<file path="src/rtl/mem_stage_sb.sv">
// Pipeline memory stage with a store buffer that drains to the data cache in the background.
// Loads forward from the youngest overlapping store, or wait for it to drain and then read the cache.
module mem_stage_sb #(
    parameter int XLEN       = 64,
    parameter int ADDR_WIDTH = 64,
    parameter int SB_DEPTH   = 4
) (
    input  logic                  clk,
    input  logic                  reset,
    input  logic                  in_valid,
    output logic                  in_ready,
    input  logic                  in_is_load,
    input  logic                  in_is_store,
    input  logic [2:0]            in_funct3,
    input  logic [ADDR_WIDTH-1:0] in_addr,
    input  logic [XLEN-1:0]       in_wdata,
    input  logic [4:0]            in_rd,
    output logic                  out_valid,
    output logic [XLEN-1:0]       out_rdata,
    output logic [4:0]            out_rd,
    output logic                  out_misaligned,
    output logic                  dc_req_valid,
    input  logic                  dc_req_ready,
    output logic                  dc_req_we,
    output logic [ADDR_WIDTH-1:0] dc_req_addr,
    output logic [XLEN-1:0]       dc_req_wdata,
    output logic [XLEN/8-1:0]     dc_req_wstrb,
    input  logic                  dc_resp_valid,
    input  logic [XLEN-1:0]       dc_resp_rdata,
    output logic                  sb_empty
);

    localparam int NB = XLEN / 8;
    localparam int PW = $clog2(SB_DEPTH);

    typedef enum logic [1:0] {IDLE, LD_DRAIN, LD_REQ, LD_WAIT} state_t;

    state_t                state;
    logic [ADDR_WIDTH-1:0] sb_addr [SB_DEPTH];
    logic [XLEN-1:0]       sb_data [SB_DEPTH];
    logic [NB-1:0]         sb_mask [SB_DEPTH];
    logic [PW-1:0]         head, tail, idx, yidx;
    logic [PW:0]           count;
    logic                  full, wr_hold, hit, covered, mis;
    logic                  op_valid, push, pop, drain_pres, rd_pres;
    logic [NB-1:0]         size_mask, in_mask, q_mask, ld_mask;
    logic [ADDR_WIDTH-1:0] in_dw, q_dw, ld_dw;
    logic [XLEN-1:0]       in_shdata;
    logic [2:0]            ld_lane, ld_f3;

    // Shift the addressed lanes down to bit 0 and extend to XLEN.
    function automatic logic [XLEN-1:0] extend(input logic [XLEN-1:0] dw,
                                               input logic [2:0] lane,
                                               input logic [2:0] f3);
        logic [XLEN-1:0] sh;
        sh = dw >> {lane, 3'b000};
        case (f3)
            3'b000:  extend = {{(XLEN-8){sh[7]}}, sh[7:0]};
            3'b001:  extend = {{(XLEN-16){sh[15]}}, sh[15:0]};
            3'b010:  extend = {{(XLEN-32){sh[31]}}, sh[31:0]};
            3'b100:  extend = {{(XLEN-8){1'b0}}, sh[7:0]};
            3'b101:  extend = {{(XLEN-16){1'b0}}, sh[15:0]};
            3'b110:  extend = {{(XLEN-32){1'b0}}, sh[31:0]};
            default: extend = sh;
        endcase
    endfunction

    // NOTE: every signal written in always_comb gets a default first, so no latch can be inferred.
    always_comb begin
        size_mask = '0;
        mis       = 1'b0;
        case (in_funct3[1:0])
            2'd0: size_mask = NB'(8'h01);
            2'd1: begin size_mask = NB'(8'h03); mis = in_addr[0];      end
            2'd2: begin size_mask = NB'(8'h0F); mis = |in_addr[1:0];   end
            default: begin size_mask = '1;      mis = |in_addr[2:0];   end
        endcase
    end

    assign in_mask   = size_mask << in_addr[2:0];
    assign in_dw     = {in_addr[ADDR_WIDTH-1:3], 3'b000};
    assign in_shdata = in_wdata << {in_addr[2:0], 3'b000};
    assign full      = (count == (PW+1)'(SB_DEPTH));
    assign sb_empty  = (count == '0);

    assign in_ready  = (state == IDLE) && !(in_is_store && full);
    assign op_valid  = in_valid && in_ready && (in_is_load || in_is_store);
    assign push      = op_valid && in_is_store && !mis;

    // The overlap query is the incoming load while IDLE, else the captured load.
    assign q_dw   = (state == IDLE) ? in_dw : ld_dw;
    assign q_mask = (state == IDLE) ? in_mask : ld_mask;

    // Walk oldest to youngest so the last match is the youngest overlapping entry.
    always_comb begin
        hit  = 1'b0;
        yidx = head;
        idx  = head;
        for (int k = 0; k < SB_DEPTH; k++) begin
            idx = head + PW'(k);
            if (((PW+1)'(k) < count) && (sb_addr[idx] == q_dw) && |(sb_mask[idx] & q_mask)) begin
                hit  = 1'b1;
                yidx = idx;
            end
        end
    end

    assign covered = ((sb_mask[yidx] & q_mask) == q_mask);

    // A write already on the port stays there until accepted, even once a read is waiting.
    assign drain_pres   = !sb_empty && (!(state == LD_REQ || state == LD_WAIT) || wr_hold);
    assign rd_pres      = (state == LD_REQ) && !wr_hold;
    assign pop          = drain_pres && dc_req_ready;

    assign dc_req_valid = drain_pres || rd_pres;
    assign dc_req_we    = drain_pres;
    assign dc_req_addr  = drain_pres ? sb_addr[head] : ld_dw;
    assign dc_req_wdata = drain_pres ? sb_data[head] : '0;
    assign dc_req_wstrb = drain_pres ? sb_mask[head] : '0;

    // NOTE: the buffer payload is not reset; only the pointers and count decide which entries are live.
    always_ff @(posedge clk) begin
        if (push) begin
            sb_addr[tail] <= in_dw;
            sb_data[tail] <= in_shdata;
            sb_mask[tail] <= in_mask;
        end
    end

    // NOTE: sequential state uses non-blocking assignments only.
    always_ff @(posedge clk or negedge reset) begin
        if (!reset) begin
            state          <= IDLE;
            head           <= '0;
            tail           <= '0;
            count          <= '0;
            wr_hold        <= 1'b0;
            out_valid      <= 1'b0;
            out_rdata      <= '0;
            out_rd         <= '0;
            out_misaligned <= 1'b0;
            ld_dw          <= '0;
            ld_mask        <= '0;
            ld_lane        <= '0;
            ld_f3          <= '0;
        end else begin
            out_valid      <= 1'b0;
            out_misaligned <= 1'b0;
            wr_hold        <= drain_pres && !dc_req_ready;

            if (push) tail <= tail + 1'b1;
            if (pop)  head <= head + 1'b1;
            case ({push, pop})
                2'b10:   count <= count + 1'b1;
                2'b01:   count <= count - 1'b1;
                default: count <= count;
            endcase

            case (state)
                IDLE: begin
                    if (op_valid) begin
                        out_rd <= in_rd;
                        if (mis) begin
                            out_valid      <= 1'b1;
                            out_misaligned <= 1'b1;
                            out_rdata      <= '0;
                        end else if (in_is_store) begin
                            out_valid <= 1'b1;
                            out_rdata <= '0;
                        end else begin
                            ld_dw   <= in_dw;
                            ld_mask <= in_mask;
                            ld_lane <= in_addr[2:0];
                            ld_f3   <= in_funct3;
                            if (!hit) begin
                                state <= LD_REQ;
                            end else if (covered) begin
                                out_valid <= 1'b1;
                                out_rdata <= extend(sb_data[yidx], in_addr[2:0], in_funct3);
                            end else begin
                                state <= LD_DRAIN;
                            end
                        end
                    end
                end
                LD_DRAIN: if (!hit) state <= LD_REQ;
                LD_REQ:   if (rd_pres && dc_req_ready) state <= LD_WAIT;
                default: begin
                    if (dc_resp_valid) begin
                        out_valid <= 1'b1;
                        out_rdata <= extend(dc_resp_rdata, ld_lane, ld_f3);
                        state     <= IDLE;
                    end
                end
            endcase
        end
    end

endmodule

</file>
<file path="config.mk">
export PLATFORM = sky130hd
export DESIGN_NAME = mem_stage_sb
export DESIGN_NICKNAME = d
export VERILOG_FILES = /design/src/rtl/mem_stage_sb.sv
export SDC_FILE = /design/constraint.sdc
export NUM_CORES = 2
export LEC_CHECK = 0
export ABC_CLOCK_PERIOD_IN_PS = 5100
export CORE_MARGIN = 10
export CORE_UTILIZATION = 25
export CTS_CLUSTER_DIAMETER = 60
export DETAILED_ROUTE_END_ITERATION = 8
export DONT_BUFFER_PORTS = 1
export PLACE_DENSITY = 0.39
export SLEW_MARGIN = 20
export SYNTH_ARGS = -nofsm -noshare
export SYNTH_HDL_FRONTEND = slang
export SYNTH_SLANG_ARGS = --single-unit
</file>
<file path="constraint.sdc">
create_clock -name clk -period 5.1 [get_ports clk]
set_input_delay 1.02 -clock clk [delete_from_list [all_inputs] [get_ports clk]]
set_output_delay 1.02 -clock clk [all_outputs]
set_load 0.02 [all_outputs]
</file>
## Word level (Yosys, flattened, before mapping)

Memory sizes are Yosys's and may differ from the RTL's.
Cells that the tools add are included.
W data, S select, Z words.

- Register bits after elaboration: 156
- Bits of input ports: 207
- Memory bits (writable): 532
- Memories kept: 3
- Word-level logic and storage cells: 162

- Shift operators: 4
- Muxes and demuxes: 45
- Bitwise logic cells: 8
- Reduce and logical (&&, ||, !) cells: 48
- Eq/ne operators: 31
- Add/sub/neg operators: 6
- Magnitude comparators: 4

Memories:

| name | words | width | read ports | clocked after memory_dff | wr ports | RTL line | text |
|---|---|---|---|---|---|---|---|
| sb_data | 4 | 64 | 2 | 0 | 1 | 40 | `logic [XLEN-1:0] sb_data [SB_DEPTH];` |
| sb_addr | 4 | 61 | 4 | 0 | 1 | 39 | `logic [ADDR_WIDTH-1:0] sb_addr [SB_DEPTH];` |
| sb_mask | 4 | 8 | 5 | 0 | 1 | 41 | `logic [NB-1:0] sb_mask [SB_DEPTH];` |

Operators with widths:

| operator | count |
|---|---|
| $pmux W64 S6 | 2 |
| $mux W64 | 9 |
| $eq A64 B64 Y1 | 4 |
| $pmux W64 S2 | 1 |
| $shr A64 B6 Y64 | 2 |
| $shl A64 B6 Y64 | 1 |
| $and A8 B8 Y8 | 5 |
| $reduce_or A8 Y1 | 4 |
| $pmux W8 S3 | 1 |
| $mux W2 | 11 |
| $eq A3 B3 Y1 const B | 7 |
| $logic_and A1 B1 Y1 | 19 |
| $mux W8 | 2 |
| $mux W1 | 15 |
| $logic_not A3 Y1 | 3 |
| $eq A2 B2 Y1 const B | 4 |
| $eq A8 B8 Y1 | 1 |
| $ne A2 B2 Y1 const B | 4 |
| $ne A4 B4 Y1 const B | 2 |
| $shl A8 B3 Y8 | 1 |
| $reduce_and A7 Y1 | 1 |
| $eq A2 B1 Y1 const B | 3 |
| $eq A3 B1 Y1 const B | 2 |
| $eq A3 B2 Y1 const B | 2 |
| 23 further kinds | 40 |

## Logic depth before layout (Yosys ltp)

An unclocked memory read counts as a cell.

- Depth in word-level cells: 19
- Mapped depth: 27
- Gate-level depth less buffers: 16

## Worst setup path after synthesis

OpenSTA, ideal clock, no wires.

- Path type: input-to-reg
- Start: input port in_addr[0]
- End: memory sb_addr[0][0] (netlist name) (enable)
- Arrival time: 5,358 ps
- Path buffers: 2
- Required time: 4,592 ps
- Slack: -766 ps
- Stages: 6
- Library setup time: 508 ps
- Cell sequence: clkbuf_1 -> clkbuf_1 -> inv_2 -> o22ai_1 -> nor3_1 -> and2_1

- Word-level cells in the longest chain between the ends: 6

RTL lines:

| element | RTL line | text |
|---|---|---|
| start: declaration | 15 | `input logic [ADDR_WIDTH-1:0] in_addr,` |
| $reduce_or A3 Y1 or $reduce_or A2 Y1 (tied branches) | 76, 75 |  |
| $pmux W1 S3 (*) | 72 | `case (in_funct3[1:0])` |
| $logic_not A1 Y1 (*) | 88 | `assign push = op_valid && in_is_store && !mis;` |
| $logic_and A1 B1 Y1 (*) | 88 |  |
| $mux W1 (*) | 123 | `if (push) begin` |
| $mux W1 (not written as such) (*) | 124 | `sb_addr[tail] <= in_dw;` |
| end: declaration | 39 |  |

Mark *: on every way between the ends. The rest lies on a longest branch, timed or not.

## Worst setup path after layout

- Start: register head[0]
- End: register out_rdata[20]

- Word-level cells in the longest chain between the ends: 17

RTL lines:

| element | RTL line | text |
|---|---|---|
| start: declaration | 42 | `logic [PW-1:0] head, tail, idx, yidx;` |
| start signal: assignment | 152 | `if (pop) head <= head + 1'b1;` |
| $add A2 B1 Y2 | 100 | `idx = head + PW'(k);` |
| $mem_v2 Z4 W61 or $mem_v2 Z4 W8 (tied branches) | - |  |
| $eq A64 B64 Y1 or $and A8 B8 Y8 (tied branches) | 101 | `if (((PW+1)'(k) < count) && (sb_addr[idx] == q_dw) && \|(sb_mask[idx] & q_mask)) begin` |
| $logic_and A1 B1 Y1 or $reduce_or A8 Y1 (tied branches) | 101 |  |
| $logic_and A1 B1 Y1 | 101 |  |
| $mux W2 (3 in series) | 101 |  |
| $mem_v2 Z4 W64 | - |  |
| $shr A64 B6 Y64 | 56 | `sh = dw >> {lane, 3'b000};` |
| $pmux W64 S6 | 57 | `case (f3)` |
| $mux W64 | 177 | `end else if (covered) begin` |
| $mux W64 | 175 | `if (!hit) begin` |
| $mux W64 | 167 | `end else if (in_is_store) begin` |
| $mux W64 | 163 | `if (mis) begin` |
| $mux W64 | 161 | `if (op_valid) begin` |
| $pmux W64 S2 | 159 | `case (state)` |
| end signal: assignment | 179 | `out_rdata <= extend(sb_data[yidx], in_addr[2:0], in_funct3);` |
| end signal: assignment | 191 | `out_rdata <= extend(dc_resp_rdata, ld_lane, ld_f3);` |
| end: declaration | 19 | `output logic [XLEN-1:0] out_rdata,` |

Parallel ways exist; a longest one is shown, timed or not. The select of a mux whose other input is x is not followed.
A chain may end at the register's enable or synchronous reset.

==> impl_metrics.yaml <==
synthesis:
  syn_inst: 3633
  yosysWarnings: 0
  synthArstFlopShare_pct: 22.7
  syn_area_per_cell_um2: 12.3
  synth-seq-cells: 688
  netlist_area_um2: 44700
  yosysUniqueCellTypes: 95
  seq_area_frac_synth_pct: 44.5
  synth-edff-count: 532
  synthFlopType: "edfxtp_1"
cells_and_area:
  fin_cells: 6710
  fin_area_um2: 58200
  drive_above_1_share_pct: 38.2
  layout_commonest_cell: "buf_4"
  regArea_um2: 19900
  area_growth_pct: 30.4
  nNetsFinal: 4491
  multiInputGateArea_um2: 24800
  final_cell_mix: "674 x buf_4, 565 x nand2_1, 532 x edfxtp_1"
  nFillCells: 18000
  utilization_pct: 32.7
status:
  violations: "negative setup slack"
  run_status: "finished, violations left"
power_and_ir_drop:
  power_frac_seq_pct: 19.5
  p_sw_uw: 19300
  clockPowerShare_pct: 16.0
  ir_drop_uv: 471
  power_density_nw_per_um2: 715
  p_leak_uw: 0.0218
  pwr-share-comb_pct: 64.5
  internal_power_uw: 22300
  swShare_pct: 46.4
timing:
  worstMarginPinSlew_ns: 1.20
  rsz0062_at_grt: "yes"
  slew_violations: 0
  relSlewSlack_pct: 19.2
  min_period_ns: 5.76
  fmax_ghz: 0.174
  hold_viol: 0
  clock_skew_ns: 0.0313
  setup-violations-final: 67
  fin_tns_setup_ns: -37.96
  worst_slack_ns: -0.660
  fin_crit_sh_pct: 113
critical_path:
  path_class: "reg -> reg"
  worst-path-buf-inv: 7
  reg2reg_depth: 21
  slowest_stage: "or4_4"
  critical_path.top_delay_family: "multiplexers"
  start_kind: "flop"
  cp_max_fo: 8
  required_ns: 5.70
  end_kind: "flop"
  max_stage_delay_ns: 0.57
  reg2reg_from: "head[0]$_DFFE_PN0P_"
  cp_cell_sequence: "buf_12 -> buf_12 -> buf_6 -> mux4_2 -> xnor2_4 -> nor4_2 -> nand2_1 -> or4_4 -> o311a_4 -> o211ai_4 -> buf_6 -> buf_6 -> clkbuf_16 -> mux2i_1 -> mux2i_2 -> mux4_2 -> o211ai_4 -> nand2_2 -> a21oi_4 -> clkbuf_16 -> a21oi_2"
  cp.arrival_ns: 6.36
  cp.depth: 21
  crit_start: "head[0]$_DFFE_PN0P_"
  cp_common_cell: "buf_6"
global_route:
  overflow: 0
  grt_pass1_vias: 35200
  grt_pass1_wl_um: 282000
  grtUsageTotal_pct: 19.8
  grt_antenna_before_repair: 3
  grt_max_degree: 99
floorplanning:
  rows: 155
  die_area_um2: 196000
  start_util_pct: 25.1
  pin_count: 418
  die_w_um: 443
  coreArea_um2: 178000
  fp.dieH_um: 443
worst_hold_path:
  hold_class: "in -> async"
route:
  ant_nets: 0
  drc: 0
  viasPerCell: 5.18
  first_pass_iters: 5
  drt_iter0_drc: 2839
  vias: 34800
  wirelength_um: 202000
  wl_per_cell_um: 30.1
placed_design:
  dp_cells: 6426
  hpwl_um: 151000
  dp_slack_ns: -1.06
  dpl_cell_area_um2: 52200
  gp_congestion: 0.933
  port_buffers: 0
clock_tree:
  cts_tree: "built"
  clock-root-buffer: "clkbuf_16"
  clkTransAtPathRegs_ns: 0.06
  htreeDepth: 3
  cts_buffer_depth: 3
  clk_latency_ns: 0.73
  cts_sinks: 688
  cts_buffers: 98
run:
  cap_violations: 0
per-stage QoR:
stage | hold WS, ns | power (uW)
6_report | 0.156 | 41600
5_1_grt | 0.145 | 43600
4_1_cts | 0.136 | 41300
3_5_place_dp | 0.458 | 32700
3_3_place_gp | 0.452 | 32700
2_1_floorplan | 0.438 | 21900
worst reg2reg max path, cell delays in order, from the launching register on:
cell       delay (ns)
dfrtp_4          0.51
buf_12           0.19
buf_12           0.15
buf_6            0.11
mux4_2           0.55
xnor2_4          0.22
nor4_2           0.28
nand2_1          0.10
or4_4            0.57
o311a_4          0.39
o211ai_4         0.23
buf_6            0.18
buf_6            0.13
clkbuf_16        0.15
mux2i_1          0.27
mux2i_2          0.17
mux4_2           0.53
o211ai_4         0.27
nand2_2          0.13
a21oi_4          0.26
clkbuf_16        0.24
a21oi_2          0.06
state kept, by name, summed over array words and instances (netlist names):
signal and flops:
out_rdata 64, sb_addr 244, ld_dw 61, ld_lane 3
out_valid 1, sb_mask 32, out_rd 5, ld_f3 3
ld_mask 8, wr_hold 1, tail 2, count 3
sb_data 256, out_misaligned 1, head 2, state 2
power groups by stage:
stage	registers, uW	logic [uW]	clock network, uW
floorplan	7670	14200	0
global placement	8200	24500	0
detailed placement	8200	24500	0
CTS	8120	26400	6810
global route	8210	28300	7060
finish	8110	26900	6650
repair_timing:
action | in CTS | in global routing
gates cloned | 12 | 6
gates resized for setup | 173 | 132
buffers inserted | 39 | 46
hold buffers | 3 | 0
endpoints found under the hold margin | 57 | 0
pin swaps | 34 | 59
endpoints found under the setup margin | 67 | 67
cell families after synthesis:
group	Yosys count	share of synthesized area, %
xor gates and xnor gates	188	3.69
buffers and inverters	294	3.39
and+or+nand+nor	1035	10.5
muxes	830	29.1
other	1	0.00840
AOI/OAI and AO/OA	584	8.46
DFF	688	44.5
adders and majority gates	13	0.364
synthesized netlist by cell type (all sizes together), types with 12 or more instances:
cell,number,area [um^2]
nor4,76,505
xnor2,177,1550
and3,12,75.1
nor3,14,75.1
inv,29,109
mux2,79,893
mux2i,411,4440
o21ai,125,738
nor2b,18,113
o32ai,12,105
a21oi,221,1110
o2bb2ai,26,228
edfxtp,532,16000
dfrtp,156,3900
o22ai,51,319
nand2b,14,87.6
mux4,340,7660
nor2,168,647
a211oi,32,240
a31oi,13,81.3
ha,13,163
clkbuf,121,454
nand2,567,2130
nand3,27,135
nand4,22,144
buf,142,945
and2,87,544
per-layer routing:
metal	vias to the layer above	share of wire [%]	GRT usage (%)
met2	1052	52	36.4
li1	15300	-	-
met1	18100	39	23.2
met5	-	0.0079	0
met3	235	5.5	3.93
met4	2	3.3	5.38
layout make-up:
type	count	share of cell area (%)
Antenna cell	3	0.0129
Clock inverter	62	0.898
Multi-Input combinational cell	2653	42.6
Tap cell	2355	5.06
Sequential cell	688	34.2
Timing Repair Buffer	799	12.6
Inverter	31	0.204
Clock buffer	119	4.49
worst paths after layout:
kind / endpoint / slack, ns
worst max-delay path: out_rdata[20]$_DFFE_PN0P_ / -0.66
worst min-delay path: ld_dw[48]$_DFFE_PN0P_ / 0.16
worst max register to register: out_rdata[20]$_DFFE_PN0P_ / -0.66
worst min register to register: ld_mask[1]$_DFFE_PN0P_ / 0.47
max in group asynchronous: ld_dw[4]$_DFFE_PN0P_ / 4.49
min in group clk: wr_hold$_DFF_PN0_ / 0.38
(Power assumes the default switching activity.)
